### config.mk
export PLATFORM = sky130hd
export DESIGN_NAME = lcd_bus_arbiter
export DESIGN_NICKNAME = d
export VERILOG_FILES = /design/src/rtl/lcd_bus_pkg.sv /design/src/rtl/lcd_bus_prio_enc.sv /design/src/rtl/lcd_bus_arbiter.sv
export SDC_FILE = /design/constraint.sdc
export NUM_CORES = 1
export LEC_CHECK = 0
export ABC_AREA = 1
export BUFFER_PORTS_ARGS = -buffer_cell sky130_fd_sc_hd__clkbuf_2
export CAP_MARGIN = 15
export CORE_MARGIN = 1
export CORE_UTILIZATION = 49
export CTS_CLUSTER_SIZE = 24
export DETAILED_ROUTE_END_ITERATION = 10
export PLACE_DENSITY = 0.86
export SLEW_MARGIN = 15
export SYNTH_ARGS = -nofsm -noshare
export SYNTH_HDL_FRONTEND = slang
export SYNTH_HIERARCHICAL = 1
export SYNTH_SLANG_ARGS = --single-unit
### constraint.sdc
create_clock -name clk -period 3.08 [get_ports clk]
set_clock_uncertainty 0.15 [all_clocks]
set_input_delay 0.616 -clock clk [delete_from_list [all_inputs] [get_ports clk]]
set_output_delay 0.616 -clock clk [all_outputs]
set_load 0.01 [all_outputs]
### src/rtl/lcd_bus_pkg.sv
// Shared definitions for the MCU-LCD 8080-style bus arbiter.
// Holds the requester indices, RS encodings and FSM state encoding.
package lcd_bus_pkg;

  localparam int NUM_REQ  = 3;
  localparam int REQ_INIT = 0;
  localparam int REQ_CPU  = 1;
  localparam int REQ_PIX  = 2;

  localparam logic RS_CMD  = 1'b0;
  localparam logic RS_DATA = 1'b1;

  typedef enum logic [1:0] {
    IDLE   = 2'd0,
    SETUP  = 2'd1,
    STROBE = 2'd2,
    HOLD   = 2'd3
  } state_e;

endpackage

### src/rtl/lcd_bus_prio_enc.sv
// Fixed-priority encoder for the three bus requesters (init > cpu > pixel).
// Ports:
//   req_i   - request vector, bit index = requester index
//   gnt_o   - one-hot grant for the highest-priority active request
//   valid_o - at least one request is active
module lcd_bus_prio_enc
  import lcd_bus_pkg::*;
(
  input  logic [NUM_REQ-1:0] req_i,
  output logic [NUM_REQ-1:0] gnt_o,
  output logic               valid_o
);

  always_comb begin
    gnt_o = '0;
    if (req_i[REQ_INIT])     gnt_o[REQ_INIT] = 1'b1;
    else if (req_i[REQ_CPU]) gnt_o[REQ_CPU]  = 1'b1;
    else if (req_i[REQ_PIX]) gnt_o[REQ_PIX]  = 1'b1;
  end

  assign valid_o = |req_i;

endmodule

### src/rtl/lcd_bus_arbiter.sv
// Arbitrates the 8080-style LCD bus between the init sequencer, CPU register
// access and the pixel streamer, and sequences CS/RS/WR/RD for each cycle.
// Build option: LCD_BUS_READ_EN enables real read cycles (rd_n strobe and
// lcd_din capture). Without it, reads run as strobe-less dummy cycles with
// read timing and return rdata = 0.
// Ports:
//   clk, rst                  - LCD-domain clock, synchronous active-high reset
//   req/req_rs/req_we         - per-requester request, RS and direction
//   req_wdata                 - per-requester write data, 16 bits each
//   ack, rdata                - completion pulse to grantee, read data
//   busy                      - FSM not idle
//   lcd_cs_n/rs/wr_n/rd_n     - bus control
//   lcd_dout/lcd_oe/lcd_din   - bus data out, drive enable, data in
//
// state  | meaning
// IDLE   | bus released, arbitrating
// SETUP  | cs_n low, rs/dout set up, one cycle
// STROBE | wr_n or rd_n low for *_LOW cycles
// HOLD   | strobe high for *_HIGH cycles, ack on last cycle
module lcd_bus_arbiter
  import lcd_bus_pkg::*;
#(
  parameter int WR_LOW    = 1,
  parameter int WR_HIGH   = 1,
  parameter int RD_LOW    = 4,
  parameter int RD_HIGH   = 2,
  parameter int MAX_BURST = 16
) (
  input  logic        clk,
  input  logic        rst,
  input  logic [2:0]  req,
  input  logic [2:0]  req_rs,
  input  logic [2:0]  req_we,
  input  logic [47:0] req_wdata,
  output logic [2:0]  ack,
  output logic [15:0] rdata,
  output logic        busy,
  output logic        lcd_cs_n,
  output logic        lcd_rs,
  output logic        lcd_wr_n,
  output logic        lcd_rd_n,
  output logic [15:0] lcd_dout,
  output logic        lcd_oe,
  input  logic [15:0] lcd_din
);

  localparam int WR_MAX = (WR_LOW > WR_HIGH) ? WR_LOW : WR_HIGH;
  localparam int RD_MAX = (RD_LOW > RD_HIGH) ? RD_LOW : RD_HIGH;
  localparam int PH_MAX = (WR_MAX > RD_MAX) ? WR_MAX : RD_MAX;
  localparam int PH_W   = $clog2(PH_MAX + 1);
  localparam int CNT_W  = $clog2(MAX_BURST) + 1;

  state_e              state_q, state_d;
  logic [PH_W-1:0]     phase_q, phase_d;
  logic [CNT_W-1:0]    cnt_q, cnt_d;
  logic [NUM_REQ-1:0]  gnt_q, gnt_d;
  logic                rs_q, rs_d;
  logic                we_q, we_d;
  logic [15:0]         wdata_q, wdata_d;

  logic [NUM_REQ-1:0]  enc_gnt;
  logic                enc_valid;
  logic                sel_rs, sel_we;
  logic [15:0]         sel_wdata;
  logic [PH_W-1:0]     strobe_last, hold_last;
  logic                burst_cont;
  logic                active;

  lcd_bus_prio_enc u_prio_enc (
    .req_i   (req),
    .gnt_o   (enc_gnt),
    .valid_o (enc_valid)
  );

  always_comb begin
    sel_rs    = 1'b0;
    sel_we    = 1'b0;
    sel_wdata = '0;
    for (int n = 0; n < NUM_REQ; n++) begin
      if (enc_gnt[n]) begin
        sel_rs    = req_rs[n];
        sel_we    = req_we[n];
        sel_wdata = req_wdata[16*n +: 16];
      end
    end
  end

  // Phase counter counts down to zero; the load value is length-1.
  // Dummy reads (no LCD_BUS_READ_EN) still use read timing.
  assign strobe_last = we_q ? PH_W'(WR_LOW - 1)  : PH_W'(RD_LOW - 1);
  assign hold_last   = we_q ? PH_W'(WR_HIGH - 1) : PH_W'(RD_HIGH - 1);

  // Pixel keeps the bus only while nobody with higher priority is waiting.
  assign burst_cont = gnt_q[REQ_PIX] & req[REQ_PIX] & ~req[REQ_CPU] &
                      ~req[REQ_INIT] & (cnt_q < CNT_W'(MAX_BURST - 1));

  always_comb begin
    state_d = state_q;
    phase_d = phase_q;
    cnt_d   = cnt_q;
    gnt_d   = gnt_q;
    rs_d    = rs_q;
    we_d    = we_q;
    wdata_d = wdata_q;
    case (state_q)
      IDLE: begin
        if (enc_valid) begin
          gnt_d   = enc_gnt;
          rs_d    = sel_rs;
          we_d    = sel_we;
          wdata_d = sel_wdata;
          cnt_d   = '0;
          state_d = SETUP;
        end
      end
      SETUP: begin
        phase_d = strobe_last;
        state_d = STROBE;
      end
      STROBE: begin
        if (phase_q == '0) begin
          phase_d = hold_last;
          state_d = HOLD;
        end else begin
          phase_d = phase_q - PH_W'(1);
        end
      end
      HOLD: begin
        if (phase_q == '0) begin
          if (burst_cont) begin
            rs_d    = req_rs[REQ_PIX];
            we_d    = req_we[REQ_PIX];
            wdata_d = req_wdata[16*REQ_PIX +: 16];
            cnt_d   = cnt_q + CNT_W'(1);
            state_d = SETUP;
          end else begin
            cnt_d   = '0;
            state_d = IDLE;
          end
        end else begin
          phase_d = phase_q - PH_W'(1);
        end
      end
      default: state_d = IDLE;
    endcase
  end

  always_ff @(posedge clk) begin
    if (rst) begin
      state_q <= IDLE;
      phase_q <= '0;
      cnt_q   <= '0;
      gnt_q   <= '0;
      rs_q    <= 1'b0;
      we_q    <= 1'b0;
      wdata_q <= '0;
    end else begin
      state_q <= state_d;
      phase_q <= phase_d;
      cnt_q   <= cnt_d;
      gnt_q   <= gnt_d;
      rs_q    <= rs_d;
      we_q    <= we_d;
      wdata_q <= wdata_d;
    end
  end

  assign active   = (state_q != IDLE);
  assign busy     = active;
  assign lcd_cs_n = ~active;
  assign lcd_rs   = active & rs_q;
  assign lcd_dout = active ? wdata_q : 16'h0000;
  assign lcd_oe   = active & we_q;
  assign lcd_wr_n = ~((state_q == STROBE) & we_q);
  // Gated by rst so an aborted transfer never reports completion.
  assign ack      = (!rst && state_q == HOLD && phase_q == '0) ? gnt_q : '0;

`ifdef LCD_BUS_READ_EN
  logic [15:0] rdata_q;

  assign lcd_rd_n = ~((state_q == STROBE) & ~we_q);

  always_ff @(posedge clk) begin
    if (rst) begin
      rdata_q <= '0;
    end else if (state_q == STROBE && !we_q && phase_q == '0) begin
      rdata_q <= lcd_din;
    end
  end

  assign rdata = rdata_q;
`else
  logic unused_din;

  assign unused_din = ^lcd_din;
  assign lcd_rd_n   = 1'b1;
  assign rdata      = 16'h0000;
`endif

endmodule

### Word level (Yosys, flattened, before mapping)

Index checks and enable logic that the tools add are counted.

| operators by class | value |
|---|---|
| add/subtract/negate cells | 2 |
| order comparisons | 1 |
| equal/unequal tests | 8 |
| muxes and demuxes | 42 |
| bitwise logic cells | 11 |
| reduce and logical (&&, ||, !) cells | 14 |

Operators by type and width:

| kind | count |
|---|---|
| 2-to-1 mux 16 bit | 7 |
| one-hot mux 16 bit (2 select lines) | 1 |
| 2-to-1 mux 1 bit | 18 |
| 2-to-1 mux 5 bit | 3 |
| 2-to-1 mux 2 bit | 5 |
| inequality test 2 bit (second input constant) | 5 |
| one-hot mux 5 bit (2 select lines) | 1 |
| 2-to-1 mux 3 bit | 3 |
| one-hot mux 3 bit (3 select lines) | 1 |
| one-hot mux 2 bit (4 select lines) | 1 |
| AND 1 bit | 7 |
| AND reduction 3 bit | 2 |
| adder 5 x 1 -> 5 bit (second input constant) | 1 |
| < comparator 5 x 4 -> 1 bit (second input constant) | 1 |
| == test 2 bit (second input constant) | 2 |
| NOT 1 bit | 4 |
| one-hot mux 1 bit (2 select lines) | 2 |
| AND reduction 2 bit | 2 |
| AND reduction 4 bit | 1 |
| nonzero test 2 bit | 2 |
| logical NOT 3 bit | 1 |
| nonzero test 3 bit | 1 |
| OR reduction 3 bit | 1 |
| subtractor 3 x 1 -> 3 bit (second input constant) | 1 |
| 4 further kinds | 5 |

| word-level totals | value |
|---|---|
| bits in registers | 31 |
| input bits | 75 |
| output and inout bits | 41 |
| logic and storage cells | 85 |

### Depth between registers and ports, before layout

| logic depth | value |
|---|---|
| depth in word-level cells | 7 |
| mapped depth | 11 |
| mapped depth without buffers | 11 |

### By module

Netlist, hierarchy kept.

Modules (own cells, without submodules):

| module | times used | cells an instance | area each (um^2) | sequential area each (um^2) |
|---|---|---|---|---|
| lcd_bus_arbiter | 1 | 366 | 2,200.9 | 620.6 |
| lcd_bus_prio_enc | 1 | 8 | 38.8 | 0.0 |

### Worst setup path before layout

No wires, ideal clock.

| timing | value |
|---|---|
| path kind | register to output |
| start | register state_q[0] |
| end | output lcd_dout[10] |
| arrival time | 1.350 ns |
| required time | 2.314 ns |
| slack | 0.964 ns |
| stages on the path, launching flop included | 6 |
| buffers on the path | 2 |
| cells stage by stage | dfxtp_1 inv_1 ha_1 clkbuf_1 buf_1 nor2_1 |

| on the way | value |
|---|---|
| cells in the longest elaborated chain, start to end | 2 |

RTL lines:

| what | RTL line | RTL |
|---|---|---|
| start: declaration | lcd_bus_arbiter.sv:53 | `state_e state_q, state_d;` |
| start signal: assignment | lcd_bus_arbiter.sv:158 | `state_q <= state_d;` |
| nonzero test 2 bit | lcd_bus_arbiter.sv:168 | `assign active = (state_q != IDLE);` |
| 2-to-1 mux 16 bit | lcd_bus_arbiter.sv:172 | `assign lcd_dout = active ? wdata_q : 16'h0000;` |
| end: declaration | lcd_bus_arbiter.sv:42 | `output logic [15:0] lcd_dout,` |

Every way passes these cells.

### Worst setup path in the final report

| timing | value |
|---|---|
| start | register state_q[0] |
| end | register wdata_q[9] |

| on the way | value |
|---|---|
| cells in the longest elaborated chain, start to end | 3 |
| elaborated cells on any way between the ends | 8 |
| those cells by class | 4 x eq/ne; 1 x mux; 3 x reduce/logical |

RTL lines:

| what | RTL line | RTL |
|---|---|---|
| == test 2 bit / logical NOT 2 bit (equally long branches) | lcd_bus_arbiter.sv:105 | `case (state_q)` |
| inequality test 2 bit (no source line) / nonzero test 2 bit (equally long branches) | -- |  |
| AND reduction 4 bit (no source line) | -- |  |
| end signal: assignment | lcd_bus_arbiter.sv:164 | `wdata_q <= wdata_d;` |
| end: declaration | lcd_bus_arbiter.sv:59 | `logic [15:0] wdata_q, wdata_d;` |

Parallel ways exist; a longest one is shown, timed or not.
A chain may end at the register's enable or synchronous reset.

==> flow_results.org <==
** Setup path
- The signal on the critical path passes through inv_1, ha_1, inv_1, nor2_1, a21oi_2, nand2_4, nand2_1, nand2_1, nor2_1.
- The worst register-to-register path begins at state_q[0].
- For flop-to-flop paths, the worst setup slack is between 0.7 and 0.8 ns.
- Required arrival time at the worst endpoint :: ~3.2 ns
- Peak per-stage delay on the critical path :: between 0.7 and 0.8 ns
- STA classifies the critical path startpoint as a register.
- Worst path top cell family by delay :: compound AO/OA/AOI/OAI gates
- Critical path endpoint category :: register
- Cells on worst reg2reg path :: 9
- Of all nets on the critical path, the largest fanout is 23.
- Crit Path Class :: reg -> reg
- Critical-path cell with the highest stage delay :: a21oi_2
- Together, buffers and inverters on the worst path number 2.
- Data arrival at the endpoint of the critical path :: ~2.5 ns
- Critical register-to-register path endpoint :: wdata_q[9]

** Die
- Number of rows in the core area :: 24
- In this run the vertical extent of the chip is ~70 um.
- During I/O placement, the number of pins put on the boundary was between 100 and 150.
- Horizontal extent of the die :: ~70 um
- Initial Util :: 51.1%
- The die covers roughly 4800 sq um.
- The region available for standard cell placement spans 4380 sq um.

** Layout
- Fill cell instance count of the final layout :: ~440
- The finished cells cover ~2700 sq um.
- Fraction of final layout cells with drive strength greater than 1 :: 23.2%
- Final standard cell count with taps included and fillers excluded :: 500
- 0 antenna diodes ended up in the layout.
- Final nets :: approximately 530
- Area added between synthesis and finish :: 19.4%

** Global route
- Global-route wire length before repair :: 8710 um
- Largest net degree at the start of global routing :: 37
- Via count of the first global-routing pass :: a little over 2000
- Summed over all layers, the global routing overflow is 0.
- All-Layer GR Usage :: about 22%
- Initial antenna violation count :: 0

** STA
- Setup slack after layout :: ~0.7 ns
- Count of endpoints failing setup in the final report :: 0
- Timing would allow up to roughly 420 MHz.
- Setup repair after global routing left no endpoint under its margin.
- Slew of the pin with the lowest slew margin :: between 1 and 1.5 ns
- The worst pin sits at a relative slew slack of ~28%.
- Period utilisation layout :: 77.2%
- In the final timing run, aggregate negative setup slack is 0 ns.
- Fin. Hold Viols :: 0
- The final count of pins violating max slew was 0.
- Final worst path period need :: about 2.4 ns

** Clocking
- The H-tree generated during clock tree synthesis spans 2 levels.
- TritonCTS built the clock tree.
- Counting the buffers created by CTS gives 5.
- The tree is rooted in a clkbuf_8.
- In this run the post-CTS setup repair buffer count came out at 0.
- Post-cts hold buffer count :: 0
- Clock-pin slew was measured on the worst setup and hold paths at 0.06 ns.
- The clock passes through at most 2 buffers.
- Clk sink count :: 31
- For the worst-skew pair, the clock arrives at the later sink with an insertion delay of approximately 0.29 ns.
- Count of instances resized after the clock tree is built :: 0

** Logic synthesis
- After technology mapping, the gate count stands at 374.
- Summed instance area of the synthesized netlist :: approximately 2200 sq um
- Yosys mapped the design onto 27 distinct sky130hd cell types.
- FF+latch count, synth :: 31
- Yosys warnings :: 6
- Averaged over all synthesized cells, the footprint is 5.99 sq um.
- Sequential-to-total area share from yosys stat :: around 28%

** Placement
- # placed instances :: around 490
- The congestion estimate from routability-driven global placement came to 0.859.
- HPWL after detailed placement :: ~3900 um
- Buffers placed on the I/O ports in this run total 82.
- At the placement stage, the worst setup path has a slack of around 0.62 ns.
- Area after DPL :: approximately 2600 sq um

** Power
- Net switching is approximately 46% of the power.
- Sequential power share :: 29.4%
- IR analysis of the VDD net gives a maximum drop of 365 uV.
- Power Dens Cells :: ~830 nW/um^2
- Net Switching :: 1.03 mW
- Internal Pwr Total :: between 1 and 1.5 mW
- In this run the static leakage power is around 1.5 nW.
- Total power of the final layout :: ~2.2 mW
- Combinational logic burns 54.6% of the power.
- Clk network pwr share :: roughly 16%

** Drt
- Number of DRC violations after detailed routing :: 0
- Average detailed-routed wire length per instance :: approximately 11 um
- The count of nets left with antenna violations once routing finished came out at 0.
- In the routed layout, each cell is associated on average with a via count of approximately 4.8.
- The routed layout has between 2000 and 2500 vias.
- The routed design has 5360 um of wire.
- The first routing iteration left 125 violations.
- Initial DRT Pass Iterations :: 4

** Worst hold path
- The path with the worst hold slack has its endpoint at gnt_q[1].
- Count of cells along the worst hold path :: 2
- Hold Crit Class :: reg -> reg
- Hold wc startpoint :: gnt_q[1]

** Job
- The tool flagged a number of max-cap violations equal to 0.

** Status
- The flow ran to the end, and the final reports show no timing, DRC or antenna violations.
[metal layers]
metal  share of wire, %  vias up  GRT usage [%]  wire length [um]
met5                  0        -              0                 0
met4                2.4        0           12.0               131
met3                6.1       12           3.63               326
met2                 48       99           36.6              2550
met1                 44     1040           27.8              2350
li1                   -     1270              -                 -
[state kept, by name, indices dropped and copies added (netlist names)]
name     count
gnt_q        3
rs_q         1
wdata_q     16
phase_q      3
we_q         1
state_q      2
cnt_q        5
[per-stage QoR]
| stage | utilization (%) | hold slack, ns |
|---|---|---|
| after floorplan | - | 0.280 |
| after global placement | 58.7 | 0.303 |
| after detailed placement | 58.7 | 0.299 |
| after CTS | 61.0 | 0.311 |
| after global routing | 61.0 | 0.353 |
| final | 61.0 | 0.311 |
[cell usage after synthesis, drive strengths merged]
master  number  area, sq um
a21oi       22          114
nand2      104          410
nand4        1         6.26
nor3         1         5.00
ha           7         87.6
clkinv       1         3.75
o21ai       11         55.1
dfxtp       31          621
inv         43          161
nand3       18          103
clkbuf       5         18.8
conb         2         7.51
o21bai       1         7.51
a31oi        8         50.1
o22ai       11         68.8
nor2        78          310
buf         30          210
[cells in the final DEF (no fill, tap or decap)]
| master | count |
|---|---|
| a21oi_1 | 21 |
| a21oi_2 | 1 |
| a31oi_1 | 8 |
| buf_4 | 4 |
| clkbuf_1 | 1 |
| clkbuf_2 | 82 |
| clkbuf_8 | 7 |
| clkinv_1 | 1 |
| conb_1 | 17 |
| dfxtp_1 | 31 |
| ha_1 | 7 |
| inv_1 | 42 |
| inv_2 | 1 |
| nand2_1 | 100 |
| nand2_2 | 2 |
| nand2_4 | 2 |
| nand3_1 | 17 |
| nand3_4 | 1 |
| nand4_1 | 1 |
| nor2_1 | 74 |
| nor2_2 | 2 |
| nor2_4 | 2 |
| nor3_1 | 1 |
| o21ai_0 | 11 |
| o21bai_1 | 1 |
| o22ai_1 | 11 |
[worst max path at each step]
| stage | from | end | slack [ns] | depth (start not counted) |
|---|---|---|---|---|
| floorplan | state_q[0] | lcd_dout[10] | 0.96 | 5 |
| global placement | req[0] | wdata_q[7] | 0.65 | 8 |
| detailed placement | req[0] | wdata_q[14] | 0.62 | 8 |
| CTS | state_q[0] | wdata_q[9] | 0.74 | 9 |
| global route | state_q[0] | wdata_q[6] | 0.47 | 9 |
| finish | state_q[0] | wdata_q[9] | 0.70 | 9 |
[power groups by stage]
stage / registers [mW] / logic [mW] / clock network [mW]
global route: 0.677 / 1.38 / 0.374
detailed placement: 0.661 / 1.20 / 0
floorplan: 0.640 / 0.967 / 0
CTS: 0.655 / 1.21 / 0.363
finish: 0.655 / 1.21 / 0.355
global placement: 0.653 / 1.17 / 0
[worst register-to-register path, cell delays in order, from the launching register on]
cell and delay [ns]:
dfxtp_1 0.39, inv_1 0.10, ha_1 0.22, inv_1 0.08, nor2_1 0.07, a21oi_2 0.78
nand2_4 0.26, nand2_1 0.14, nand2_1 0.05, nor2_1 0.08
[layout make-up]
cell class	instances	area [sq um]	share of cell area [%]
Multi-Input combinational cell	279	1280	48.0
Tap cell	52	65.1	2.43
Clock buffer	8	100	3.74
Sequential cell	31	621	23.2
Timing Repair Buffer	86	440	16.5
Inverter	44	165	6.17
[kinds of logic (layout without fill, tap and decap cells)]
kind of cell	Yosys count	after routing	synth area share, %
and+or+nand+nor	202	202	37.3
AOI/OAI and AO/OA	53	53	13.2
DFF	31	31	27.7
adders and majority gates	7	7	3.91
buffers and inverters	79	138	17.6
other	2	17	0.335
Note: power is estimated with default switching activity, not from simulation.
